**src/rtl/pipeline_hazard_unit.sv**
```systemverilog
// Hazard, forwarding and stall/flush controller for the five-stage in-order pipeline.
// A scoreboard shift register tracks in-flight writers from EXECUTE through WRITEBACK.
module pipeline_hazard_unit #(
  parameter int REGISTER_SIZE     = 5,
  parameter int PIPE_DEPTH        = 3,
  parameter int ALU_RESULT_STAGE  = 0,
  parameter int LOAD_RESULT_STAGE = 1,
  parameter int CNT_WIDTH         = 32,
  localparam int FW               = $clog2(PIPE_DEPTH + 1)
) (
  input  logic                     clk,
  input  logic                     rst,
  input  logic                     dec_valid,
  input  logic [REGISTER_SIZE-1:0] dec_rs1,
  input  logic [REGISTER_SIZE-1:0] dec_rs2,
  input  logic                     dec_rs1_used,
  input  logic                     dec_rs2_used,
  input  logic [REGISTER_SIZE-1:0] dec_rd,
  input  logic                     dec_rd_wr,
  input  logic                     dec_is_load,
  input  logic                     redirect,
  input  logic                     mem_ready,
  output logic                     f_to_d_enable,
  output logic                     d_to_e_enable,
  output logic                     e_to_m_enable,
  output logic                     bubble,
  output logic                     flush_fd,
  output logic [FW-1:0]            fwd_sel_a,
  output logic [FW-1:0]            fwd_sel_b,
  output logic [CNT_WIDTH-1:0]     stall_count,
  output logic [CNT_WIDTH-1:0]     flush_count
);

  typedef struct packed {
    logic          hazard;
    logic [FW-1:0] sel;
  } lookup_t;

  logic [PIPE_DEPTH-1:0]    sb_valid;
  logic [PIPE_DEPTH-1:0]    sb_load;
  logic [REGISTER_SIZE-1:0] sb_rd [PIPE_DEPTH];

  lookup_t look_a;
  lookup_t look_b;
  logic    hazard_stall;
  logic    accept_redirect;
  logic    new_valid;

  // Youngest matching entry decides: forward from it if its result exists yet, else stall.
  function automatic lookup_t lookup_src(input logic [REGISTER_SIZE-1:0] rs,
                                         input logic used);
    lookup_t res;
    logic    found;
    int      ready_stage;
    res   = '0;
    found = 1'b0;
    if (used && (rs != '0)) begin
      for (int k = 0; k < PIPE_DEPTH; k++) begin
        if (!found && sb_valid[k] && (sb_rd[k] == rs)) begin
          found       = 1'b1;
          ready_stage = sb_load[k] ? LOAD_RESULT_STAGE : ALU_RESULT_STAGE;
          if (k >= ready_stage) begin
            res.sel = FW'(k + 1);
          end else begin
            res.hazard = 1'b1;
          end
        end
      end
    end
    return res;
  endfunction

  always_comb begin
    look_a = lookup_src(dec_rs1, dec_rs1_used);
    look_b = lookup_src(dec_rs2, dec_rs2_used);
  end

  assign fwd_sel_a    = look_a.sel;
  assign fwd_sel_b    = look_b.sel;
  assign hazard_stall = dec_valid & (look_a.hazard | look_b.hazard);

  // Memory back-pressure freezes everything; a data hazard holds fetch/decode and inserts a bubble.
  always_comb begin
    f_to_d_enable   = 1'b0;
    d_to_e_enable   = 1'b0;
    e_to_m_enable   = 1'b0;
    bubble          = 1'b0;
    flush_fd        = 1'b0;
    accept_redirect = 1'b0;
    if (!mem_ready) begin
      f_to_d_enable = 1'b0;
    end else if (hazard_stall) begin
      d_to_e_enable = 1'b1;
      e_to_m_enable = 1'b1;
      bubble        = 1'b1;
    end else begin
      f_to_d_enable   = 1'b1;
      d_to_e_enable   = 1'b1;
      e_to_m_enable   = 1'b1;
      bubble          = ~dec_valid;
      flush_fd        = redirect;
      accept_redirect = redirect;
    end
  end

  assign new_valid = dec_valid & dec_rd_wr & (dec_rd != '0) & ~bubble;

  always_ff @(posedge clk) begin
    if (rst) begin
      sb_valid <= '0;
      sb_load  <= '0;
      for (int k = 0; k < PIPE_DEPTH; k++) begin
        sb_rd[k] <= '0;
      end
    end else if (e_to_m_enable) begin
      for (int k = PIPE_DEPTH - 1; k >= 1; k--) begin
        sb_valid[k] <= sb_valid[k-1];
        sb_load[k]  <= sb_load[k-1];
        sb_rd[k]    <= sb_rd[k-1];
      end
      sb_valid[0] <= new_valid;
      sb_load[0]  <= dec_is_load;
      sb_rd[0]    <= dec_rd;
    end
  end

  // Saturating performance counters.
  always_ff @(posedge clk) begin
    if (rst) begin
      stall_count <= '0;
      flush_count <= '0;
    end else begin
      if (!f_to_d_enable && (stall_count != '1)) begin
        stall_count <= stall_count + 1'b1;
      end
      if (accept_redirect && (flush_count != '1)) begin
        flush_count <= flush_count + 1'b1;
      end
    end
  end

endmodule
```
**config.mk**
```make
export PLATFORM = sky130hd
export DESIGN_NAME = pipeline_hazard_unit
export DESIGN_NICKNAME = d
export VERILOG_FILES = /design/src/rtl/pipeline_hazard_unit.sv
export SDC_FILE = /design/constraint.sdc
export NUM_CORES = 1
export LEC_CHECK = 0
export BUFFER_PORTS_ARGS = -buffer_cell sky130_fd_sc_hd__buf_2
export CAP_MARGIN = 20
export CORE_MARGIN = 4
export CORE_UTILIZATION = 55
export DETAILED_ROUTE_END_ITERATION = 10
export PLACE_DENSITY = 0.81
export SETUP_SLACK_MARGIN = 0.2
export SYNTH_ARGS = -nofsm -noshare
export SYNTH_HDL_FRONTEND = slang
export SYNTH_SLANG_ARGS = --single-unit
```
**constraint.sdc**
```tcl
create_clock -name clk -period 4.09 [get_ports clk]
set_clock_uncertainty 0.05 [all_clocks]
set_input_delay 0.409 -clock clk [delete_from_list [all_inputs] [get_ports clk]]
set_output_delay 0.409 -clock clk [all_outputs]
set_load 0.02 [all_outputs]
```
-- Word-level counts from Yosys, hierarchy flattened
Memories as Yosys holds them, arrays and structs flattened.
Cells that the tools add are included.
Widths: inputs -> output; s select.
- register bits after elaboration: 70
- memory bits (writable): 15
- input bits: 24
- output and inout port bits: 73
- word-level logic and storage cells: 94
- memories kept: 1
- add/subtract/negate cells: 2
- order comparisons: 3
- eq/ne operators: 8
- muxes and demuxes: 44
- bitwise gates (word level): 10
- reductions and logical operators: 22
- memories (memory ; depth ; bits a word ; rd ports ; clocked after memory_dff ; wr ports ; RTL line ; text):
    sb_rd ; 3 ; 5 ; 3 ; 0 ; 3 ; 41 ; logic [REGISTER_SIZE-1:0] sb_rd [PIPE_DEPTH];
- operators with widths (operator ; count):
    $add 32x1->32 const B ; 2
    $ne 32x32->1 const B ; 2
    $eq 5x5->1 ; 6
    $mux 1 ; 29
    $mux 3 ; 8
    $mux 5 ; 3
    $reduce_bool 5->1 ; 3
    $logic_and 1x1->1 ; 14
    $mux 2 ; 4
    $logic_not 1->1 ; 5
    $and 1x1->1 ; 4
    $or 1x1->1 ; 4
    $ge 1x1->1 const A ; 2
    $ge 2x1->1 const A ; 1
    $not 1->1 ; 2

-- Logic depth before layout (Yosys ltp)
Gate-level depths: netlist of run 1.
An unclocked memory read counts as a cell.
- depth in word-level cells: 21
- gate-level depth with buffers: 9

-- Worst setup path after synthesis of run 1
Ideal clock, no wire load.
- kind: in2out
- start: input dec_rs2[1]
- end: output flush_fd
- arrival time: 2.022 ns
- slack: 1.609 ns
- stages: 7
- path buffers: 2
- cells stage by stage: or4_4 o2111ai_2 o31ai_2 or2_4 buf_6 buf_6 nor2_1
- longest elaborated chain between the ends: 18
- elaborated cells between the ends (all ways): 26
- those cells by class: eq/ne (3); mux (12); bitwise (2); reduce/logical (9)
- RTL lines (what ; RTL line ; text):
    start, declared ; 15 ; input logic [REGISTER_SIZE-1:0] dec_rs2,
    $eq 5x5->1 ; 59 ; if (!found && sb_valid[k] && (sb_rd[k] == rs)) begin
    $logic_and 1x1->1 ; 59 ;
    $mux 1 ; 59 ;
    $mux 1 ; 57 ; if (used && (rs != '0)) begin
    $logic_not 1->1 ; 59 ;
    $logic_and 1x1->1 (2 in a row) ; 59 ;
    $mux 1 ; 59 ;
    $mux 1 ; 57 ;
    $logic_not 1->1 ; 59 ;
    $logic_and 1x1->1 (2 in a row) ; 59 ;
    $mux 3 ; 59 ;
    $mux 3 (*) ; 57 ;
    $or 1x1->1 (*) ; 80 ; assign hazard_stall = dec_valid & (look_a.hazard | look_b.hazard);
    $and 1x1->1 (*) ; 80 ;
    $mux 1 (*) ; 92 ; end else if (hazard_stall) begin
    $mux 1 (*) ; 90 ; if (!mem_ready) begin
    end, declared ; 27 ; output logic flush_fd,
Mark *: on every way between the ends. The rest lies on a longest branch, timed or not. The select of a mux whose other input is x is not followed.

==> metrics, run 1 <==
Crit path buffers/inverters 2; Post-synth EDFFs 15; Post-CTS Setup Repair Bufs 0; largest net degree at the start of global routing 38; Least-Margin Pin Slew 0.685 ns; first-pass GRT wire length 17.3 mm; number of fill cells 672; hold buffers post-CTS 0; global route total overflow 0; Global Route Usage Sum 23.5%; Ys Warns 0; Row Count 32; Synth Area in Adders less than 1%; initial antenna violation count 0; worst-path cell chain xnor2_1, nand2_1, nor4_1, or2_4, inv_2, buf_2; Setup Viol. Count Final 0; post-synth top area share a little under a third; post-synthesis mux area share 1.71%; FFs w/ async S/R, synth 0%; critical path capture point type primary output; total number of vias around 3900; peak supply drop 0.219 mV; Clock transition at path regs 0.08 ns; via/cell ratio ~5.6; final worst-path cycle share roughly 74%; TritonCTS Buffers 9; DR pass1 iterations 4; pre-CTS setup slack 1.25 ns; Die Ht 96.5 µm; CP peak stage delay 0.55 ns; Clk Latency, worst-skew pair approximately 0.34 ns; Final #Nets between 600 and 700; largest family of logic cells by synthesized area simple AND/OR/NAND/NOR gates; P&R area growth vs syn 16.1%; fmax about 330 MHz; die width between 90 and 100 µm; Initial Util a little under three fifths; Fin Setup TNS 0 ns; Ports 97; CTS root buf clkbuf_8; layout cells sized above 1 between 20% and 30%; RD Place Congestion around 0.9; antenna cell count 0; DRC 0; unrepaired setup endpoints after global routing false; Primary FF master, synth dfxtp_1; DRT Wirelength between 10 and 15 mm; delay-heaviest family, CP simple AND/OR/NAND/NOR gates; total power ~1500 µW; H-tree depth 3; status finished, final reports clean; pwr dens roughly 300 mW/mm²; syn nets ~520; Avg Synthesized Cell Area just under 9 µm²; critical path startpoint category flop; Compound-Gate Fraction of Synth Area 6.68%; initial DRC count between 150 and 200; Min-Delay Path Class in2reg; antenna-violating nets left 0; critical path data required time about 3.6 ns; CTS tree yes; Critical Path Fanout Max 22; port bufs 96; area leader, netlist dfxtp_1; slew margin rel. between 50% and 60%; Worst Path Arrival about 2.6 ns; vias in the first global route 3668; Final Util about 65%; CORE AREA around 0.0077 mm²; XOR/XNOR Fraction of Synth Area about 15%; fin. max-slew vios 0; # resized after CTS 0; Yosys reg bits 83; hpwl dp approximately 8 mm; CP max-delay cell nor4_1; clock tree sinks 83; die area between 0.009 and 0.01 mm²; setup ws final 1.08 ns; Max Buffers Root-to-Sink 2; Pleak between 0.0015 and 0.002 µW; minimum clock period between 3 and 4 ns; Crit Path Category reg2out; sequential area share after synthesis 42.1%; Simple-Gate Fraction of Synth Area a little under a third; Avg WL per Cell approximately 15 µm; post-synthesis cell count ~500; ranking of synthesized cells by area dfxtp_1, edfxtp_1, xor2_1, xnor2_1, nor2_1; Cell Area, Synth 0.00431 mm²; Fin. Hold Viols 0; WHS approximately 0.26 ns; Yosys cell types 43; Max-cap violations 0
synth_stat cells, drive strengths merged, types with 2 or more instances:
cell type / instances
clkbuf: 13
a21oi: 21
and3: 8
xnor2: 35
and4: 8
buf: 10
nand3: 35
mux2: 3
mux2i: 4
edfxtp: 15
or3: 18
ha: 2
dfxtp: 68
nor2: 63
or2: 6
and2: 18
or4: 4
xor2: 37
o21ai: 22
nor4: 12
nor2b: 5
nand4: 25
nor3: 18
o21ba: 2
inv: 5
nand2: 31
through the flow:
stage | area (µm²) | instances
detailed placement | 4820 | 673
global route | 5000 | 689
global placement | 4820 | 673
floorplan | 4310 | 495
finish | 5000 | 689
CTS | 5000 | 689
placed cells by master, fill, tap and decap left out, types with 2 or more instances in the layout:
cell | netlist | routed
nor3_1 | 14 | 14
and4_1 | 8 | 8
nand2_1 | 31 | 31
nor2_1 | 63 | 63
o21ba_2 | 2 | 2
xnor2_1 | 35 | 35
mux2i_1 | 4 | 4
mux2_1 | 2 | 2
ha_1 | 2 | 2
clkinv_2 | 0 | 2
buf_4 | 2 | 3
inv_1 | 4 | 4
nand4_1 | 25 | 25
or4_1 | 2 | 2
nor4_1 | 11 | 11
buf_2 | 4 | 96
edfxtp_1 | 15 | 15
nor3_2 | 4 | 4
inv_4 | 0 | 2
or3_1 | 18 | 18
and3_1 | 8 | 8
nand3_1 | 35 | 35
xor2_1 | 37 | 37
or4_4 | 2 | 2
a21oi_1 | 21 | 21
or2_2 | 5 | 5
nor2b_1 | 5 | 5
o21ai_0 | 21 | 20
clkbuf_8 | 0 | 11
dfxtp_1 | 68 | 68
and2_1 | 18 | 18
registers in the layout, summed over array words and instances (netlist names):
signal and flops:
flush_count 32, stall_count 32, sb_valid 3, sb_rd 15
sb_load 1
tightest hold or removal path, delay by kind of cell:
kind | cells | cell delay, ns
simple gates | 1 | 0.08
buf+inv | 1 | 0.08
mux | 1 | 0.05
cells by family (layout without fill, tap and decap cells):
kind of cell    Yosys count  after routing
flops                    83             83
buf+inv                  28            120
fa+ha+maj                 2              2
mux                       7              7
xor+xnor                 72             72
compound gates           50             50
simple gates            253            253
final cells by class:
type                       count  area [µm²]  share of cell area, %
clock buffer                  12         155                   3.10
clock inverter                 4        22.5                  0.450
inverter                       5        18.8                  0.375
multi-input combinational    384        2360                   47.2
sequential                    83        1810                   36.2
tap                          102         128                   2.55
timing repair buffer          99         503                   10.1
report_power, final:
group	switching (µW)	total (µW)	internal (µW)
Sequential	21.9	869	847
Combinational	73.6	120	46.1
Clock	285	538	253
Total	381	1530	1150
path summary, 6_finish.rpt:
| path | from | slack, ns | endpoint | cells after the start |
|---|---|---|---|---|
| max reg2reg | sb_rd[0][1]$_SDFFCE_PN0P_ | 1.36 | flush_count[18]$_SDFFE_PP0P_ | 7 |
| min | dec_is_load | 0.26 | sb_load[0]$_SDFFE_PP0P_ | 3 |
| min reg2reg | flush_count[27]$_SDFFE_PP0P_ | 0.45 | flush_count[27]$_SDFFE_PP0P_ | 2 |
| max | sb_rd[0][1]$_SDFFCE_PN0P_ | 1.08 | f_to_d_enable | 6 |
per-layer routing:
metal | GRT usage (%) | share of wire [%] | vias to the layer above
met4 | 6.78 | 1.6 | 0
met2 | 38.6 | 47 | 119
met5 | 0 | 0 | -
met3 | 4.65 | 6.2 | 17
li1 | - | - | 1918
met1 | 31.4 | 45 | 1801
(Power assumes the default switching activity.)
==> run 2, diff against run 1 <==
CORE_UTILIZATION = 54   (was 55)
PLACE_DENSITY = 0.8   (was 0.81)
clock period = 3.1 ns   (was 4.09 ns; I/O delays follow)
==> metrics, run 2 (synthesis results as in run 1) <==
Setup Viol. Count Final 0; worst r2r src sb_rd[0][3]$_SDFFCE_PN0P_; combinational share of power 7.4%; critical path startpoint category flop; Final #Nets 610; most common cell after layout, fill and taps aside buf_2; Row Count 32; sw frac ~24%; CP peak stage delay 0.47 ns; CP max-delay cell edfxtp_1; layout cells sized above 1 between 20% and 30%; CORE AREA a little under 0.008 mm²; delay-heaviest family, CP simple AND/OR/NAND/NOR gates; P&R area growth vs syn 17.6%; Internal Power approximately 1600 µW; first-pass GRT wire length roughly 18 mm; Crit path buffers/inverters 2; sequential share of power about 53%; largest net degree at the start of global routing 68; hold path cells 3; Clock Power Share just under 40%; Critical Path Fanout Max 22; final worst-path cycle share between 80% and 90%; Initial Util 55.7%; CP endpoint f_to_d_enable; port bufs 96; worst-path cell chain xnor2_1, nand4_1, nor4_2, or2_4, inv_2, buf_2; vias in the first global route between 3000 and 4000; via/cell ratio 5.55; Ports 97; hpwl dp around 7.9 mm; switching power approximately 520 µW; Largest regs flush_count x32, stall_count x32, sb_rd x15; Worst Path Arrival around 2.3 ns; antenna-violating nets left 0; Fin. Hold Viols 0; die area approximately 0.0095 mm²; peak supply drop between 0.2 and 0.25 mV; minimum clock period around 2.6 ns; CTS tree yes; DRT Wirelength around 10 mm; WHS roughly 0.16 ns; R2R cell count 7; fin. max-slew vios 0; Die Ht roughly 97 µm; Critical Path Start sb_rd[0][3]$_SDFFCE_PN0P_; critical path capture point type primary output; total number of vias between 3000 and 4000; Least-Margin Pin Slew 0.716 ns; pwr dens between 400 and 500 mW/mm²; TritonCTS Buffers 9; Pleak about 0.002 µW; critical path data required time approximately 2.7 ns; Avg WL per Cell 15.2 µm; hold buffers post-CTS 0; Clk Latency, worst-skew pair approximately 0.35 ns; Global Route Usage Sum ~22%; FF-to-FF setup slack between 0.6 and 0.7 ns; Min-Delay Path Class in2reg; global route total overflow 0; commonest cells after routing, fill and taps aside buf_2, dfxtp_1, nor2_1; DR pass1 iterations 4; RD Place Congestion ~0.90; initial DRC count approximately 170; Fin Setup TNS 0 ns; initial antenna violation count 0; fmax 378 MHz; Crit Path Category reg2out; slew margin rel. 52.1%; Clock transition at path regs about 0.080 ns; Critical Path Stages 6; unrepaired setup endpoints after global routing false; Max Buffers Root-to-Sink 2; die width a little under 100 µm; status finished, final reports clean; Worst Hold Launch dec_is_load; H-tree depth 3; reg2reg end flush_count[20]$_SDFFE_PP0P_; DRC 0; clock tree sinks 83; CTS root buf clkbuf_8; Max-cap violations 0
run 2: power by group through the flow:
stage	clock network, µW	logic [µW]	registers, µW
after floorplan	0	105	1170
after global routing	908	175	1150
after global placement	0	156	1170
final	848	159	1150
after detailed placement	0	158	1170
after CTS	864	159	1140
run 2: worst min path at each step:
stage,slack [ns],end
2_1_floorplan,0.41,sb_load[0]$_SDFFE_PP0P_
3_3_place_gp,0.43,stall_count[28]$_SDFFE_PP0P_
3_5_place_dp,0.45,stall_count[31]$_SDFFE_PP0P_
4_1_cts,0.15,sb_load[0]$_SDFFE_PP0P_
5_1_grt,0.19,sb_valid[0]$_SDFFE_PP0P_
6_report,0.16,sb_load[0]$_SDFFE_PP0P_
run 2: per-layer routing:
metal	global-route usage, %	vias up	routed length (µm)
li1	-	1917	-
met4	8.41	0	191
met2	35.7	86	5000
met3	4.88	15	564
met1	28.9	1826	4740
met5	0	-	0
run 2: repair_timing:
| item | 4_1_cts | 5_1_grt |
|---|---|---|
| resized for setup | 0 | 1 |
| setup endpoints to repair | 0 | 1 |
| setup buffers | 0 | 0 |
run 2: tightest hold or removal path: stages:
cell and delay [ns]:
buf_2 0.08, mux2i_1 0.06, nor2_1 0.07
run 2: area by class of cell:
class	instances	area, µm²
Timing Repair Buffer	101	518
Inverter	5	18.8
Clock buffer	10	128
Sequential cell	83	1810
Clock inverter	6	88.8
Multi-Input combinational cell	384	2370
Fill cell	653	2660
Antenna cell	1	2.50
Tap cell	102	128
run 2: metrics by stage:
step	util, %	cell area, µm²	total power [µW]	setup slack [ns]	std cells
detailed placement	62.6	4840	1330	0.377	675
finish	65.5	5060	2150	0.451	692
CTS	65.4	5060	2170	0.326	691
global placement	62.6	4840	1330	0.456	675
global route	65.5	5060	2230	0.311	691
floorplan	-	4310	1270	0.807	495
==> run 3, diff against run 2 <==
--- a/config.mk
+++ b/config.mk
@@ -9,7 +9,7 @@
 export CAP_MARGIN = 20
 export CORE_MARGIN = 4
-export CORE_UTILIZATION = 54
+export CORE_UTILIZATION = 55
 export DETAILED_ROUTE_END_ITERATION = 10
-export PLACE_DENSITY = 0.8
+export PLACE_DENSITY = 0.81
 export SETUP_SLACK_MARGIN = 0.2
 export SYNTH_ARGS = -nofsm -noshare
==> constraint.sdc (replaced) <==
create_clock -name clk -period 3.4 [get_ports clk]
set_clock_uncertainty 0.05 [all_clocks]
set_input_delay 0.34 -clock clk [delete_from_list [all_inputs] [get_ports clk]]
set_output_delay 0.34 -clock clk [all_outputs]
set_load 0.05 [all_outputs]
==> metrics, run 3 (synthesis results as in run 1) <==
status finished, final reports clean; global route total overflow 0; Internal Power 1610 µW; hold buffers post-CTS 0; DRC 0; minimum clock period 2.92 ns; total number of vias 3973; antenna-violating nets left 0; RD Place Congestion ~0.94; Pleak 0.00200 µW; delay-heaviest family, CP simple AND/OR/NAND/NOR gates; Fin. Hold Viols 0; combinational share of power slightly below 8%; fin. max-slew vios 0; critical path startpoint category flop; setup ws final between 0.4 and 0.5 ns; Initial Util 56.0%; placed insts between 600 and 700; area occupied by multi-input gates roughly 0.0024 mm²; initial antenna violation count 0; largest net degree at the start of global routing 68; final worst-path cycle share a little under nine tenths; Post-CTS Setup Repair Bufs 0; pwr dens about 410 mW/mm²; most common cell after layout, fill and taps aside buf_2; Crit path buffers/inverters 2; Row Count 32; pre-CTS setup slack between 0.6 and 0.7 ns; switching power 483 µW; Fin Setup TNS 0 ns; WHS around 0.18 ns; DR pass1 iterations 7; sequential share of power 50.0%; Final #Nets slightly above 600; die area around 0.0093 mm²; hpwl dp 7.83 mm; H-tree depth 3; die width a little under 100 µm; # resized after CTS 0; port bufs 96; Avg WL per Cell 15.5 µm; Setup Viol. Count Final 0; CP max-delay cell nor4_1; CORE AREA approximately 0.0077 mm²; TritonCTS Buffers 9; Ports 97; Worst Path Arrival around 2.5 ns; sw frac a little under a quarter; Clock transition at path regs approximately 0.080 ns; via/cell ratio 5.76; antenna cell count 0; Crit Path Category reg2out; Largest regs flush_count x32, stall_count x32, sb_rd x15; Max-cap violations 0; Min-Delay Path Class in2reg; Global Route Usage Sum roughly a quarter; P&R area growth vs syn 18.0%; initial DRC count between 200 and 250; fmax around 340 MHz; Clk Latency, worst-skew pair around 0.36 ns; first-pass GRT wire length 17.2 mm; Register Area between 0.0015 and 0.002 mm²; critical path capture point type primary output; Max Buffers Root-to-Sink 2; CTS tree yes; post-route insts no fill approximately 700; Clock Power Share a little over two fifths; slew margin rel. between 40% and 50%; Critical Path Fanout Max 22; critical path data required time about 3 ns; Die Ht roughly 97 µm; CTS root buf clkbuf_8; layout cells sized above 1 22.8%; DRT Wirelength 10.7 mm; vias in the first global route approximately 3700; peak supply drop about 0.2 mV; commonest cells after routing, fill and taps aside buf_2, dfxtp_1, nor2_1; worst-path cell chain xnor2_1, nand4_1, nor4_1, or2_4, inv_2, buf_2; clock tree sinks 83; number of fill cells roughly 640; unrepaired setup endpoints after global routing false; Least-Margin Pin Slew 0.760 ns; CP peak stage delay 0.54 ns; Final Util about two thirds
==> run 3: tightest hold or removal path: cells and delay by family <==
kind                   cells  cell delay [ns]
AND/OR/NAND/NOR            1             0.07
buffers and inverters      1             0.08
multiplexers               1             0.06
==> run 3: worst paths after layout <==
path | startpoint | endpoint | slack [ns] | depth (start not counted)
min | dec_is_load | sb_load[0]$_SDFFE_PP0P_ | 0.18 | 3
max reg2reg | sb_rd[0][3]$_SDFFCE_PN0P_ | flush_count[20]$_SDFFE_PP0P_ | 0.77 | 7
min reg2reg | stall_count[11]$_SDFFE_PP0P_ | stall_count[11]$_SDFFE_PP0P_ | 0.45 | 2
max | sb_rd[0][3]$_SDFFCE_PN0P_ | f_to_d_enable | 0.48 | 6
==> run 3: final cells by class <==
cell class	count	share of cell area [%]
flip-flops and latches	83	35.6
well taps	102	2.51
repair buffers	100	10.0
multi-input cells	384	46.5
inverters	5	0.369
clock inverters	4	1.87
clock buffers	12	3.08
==> run 3: metrics by stage <==
step,power (µW),instance area [µm²]
2_1_floorplan,1180,4310
3_3_place_gp,1220,4830
3_5_place_dp,1230,4830
4_1_cts,2100,5080
5_1_grt,2160,5080
6_report,2090,5080
==> run 3: power groups by stage <==
stage	clock, µW	combinational, µW	sequential [µW]
detailed placement	0	160	1070
CTS	897	161	1040
finish	884	161	1040
global route	935	175	1050
global placement	0	158	1070
floorplan	0	103	1070
==> run 3: routing by layer <==
metal	share of wire [%]	track usage, %	up-vias	wire [µm]
met5	0	0	-	0
li1	-	-	1919	-
met2	46	37.9	142	4940
met1	44	31.0	1880	4710
met3	6.9	5.19	32	734
met4	2.6	8.53	0	274
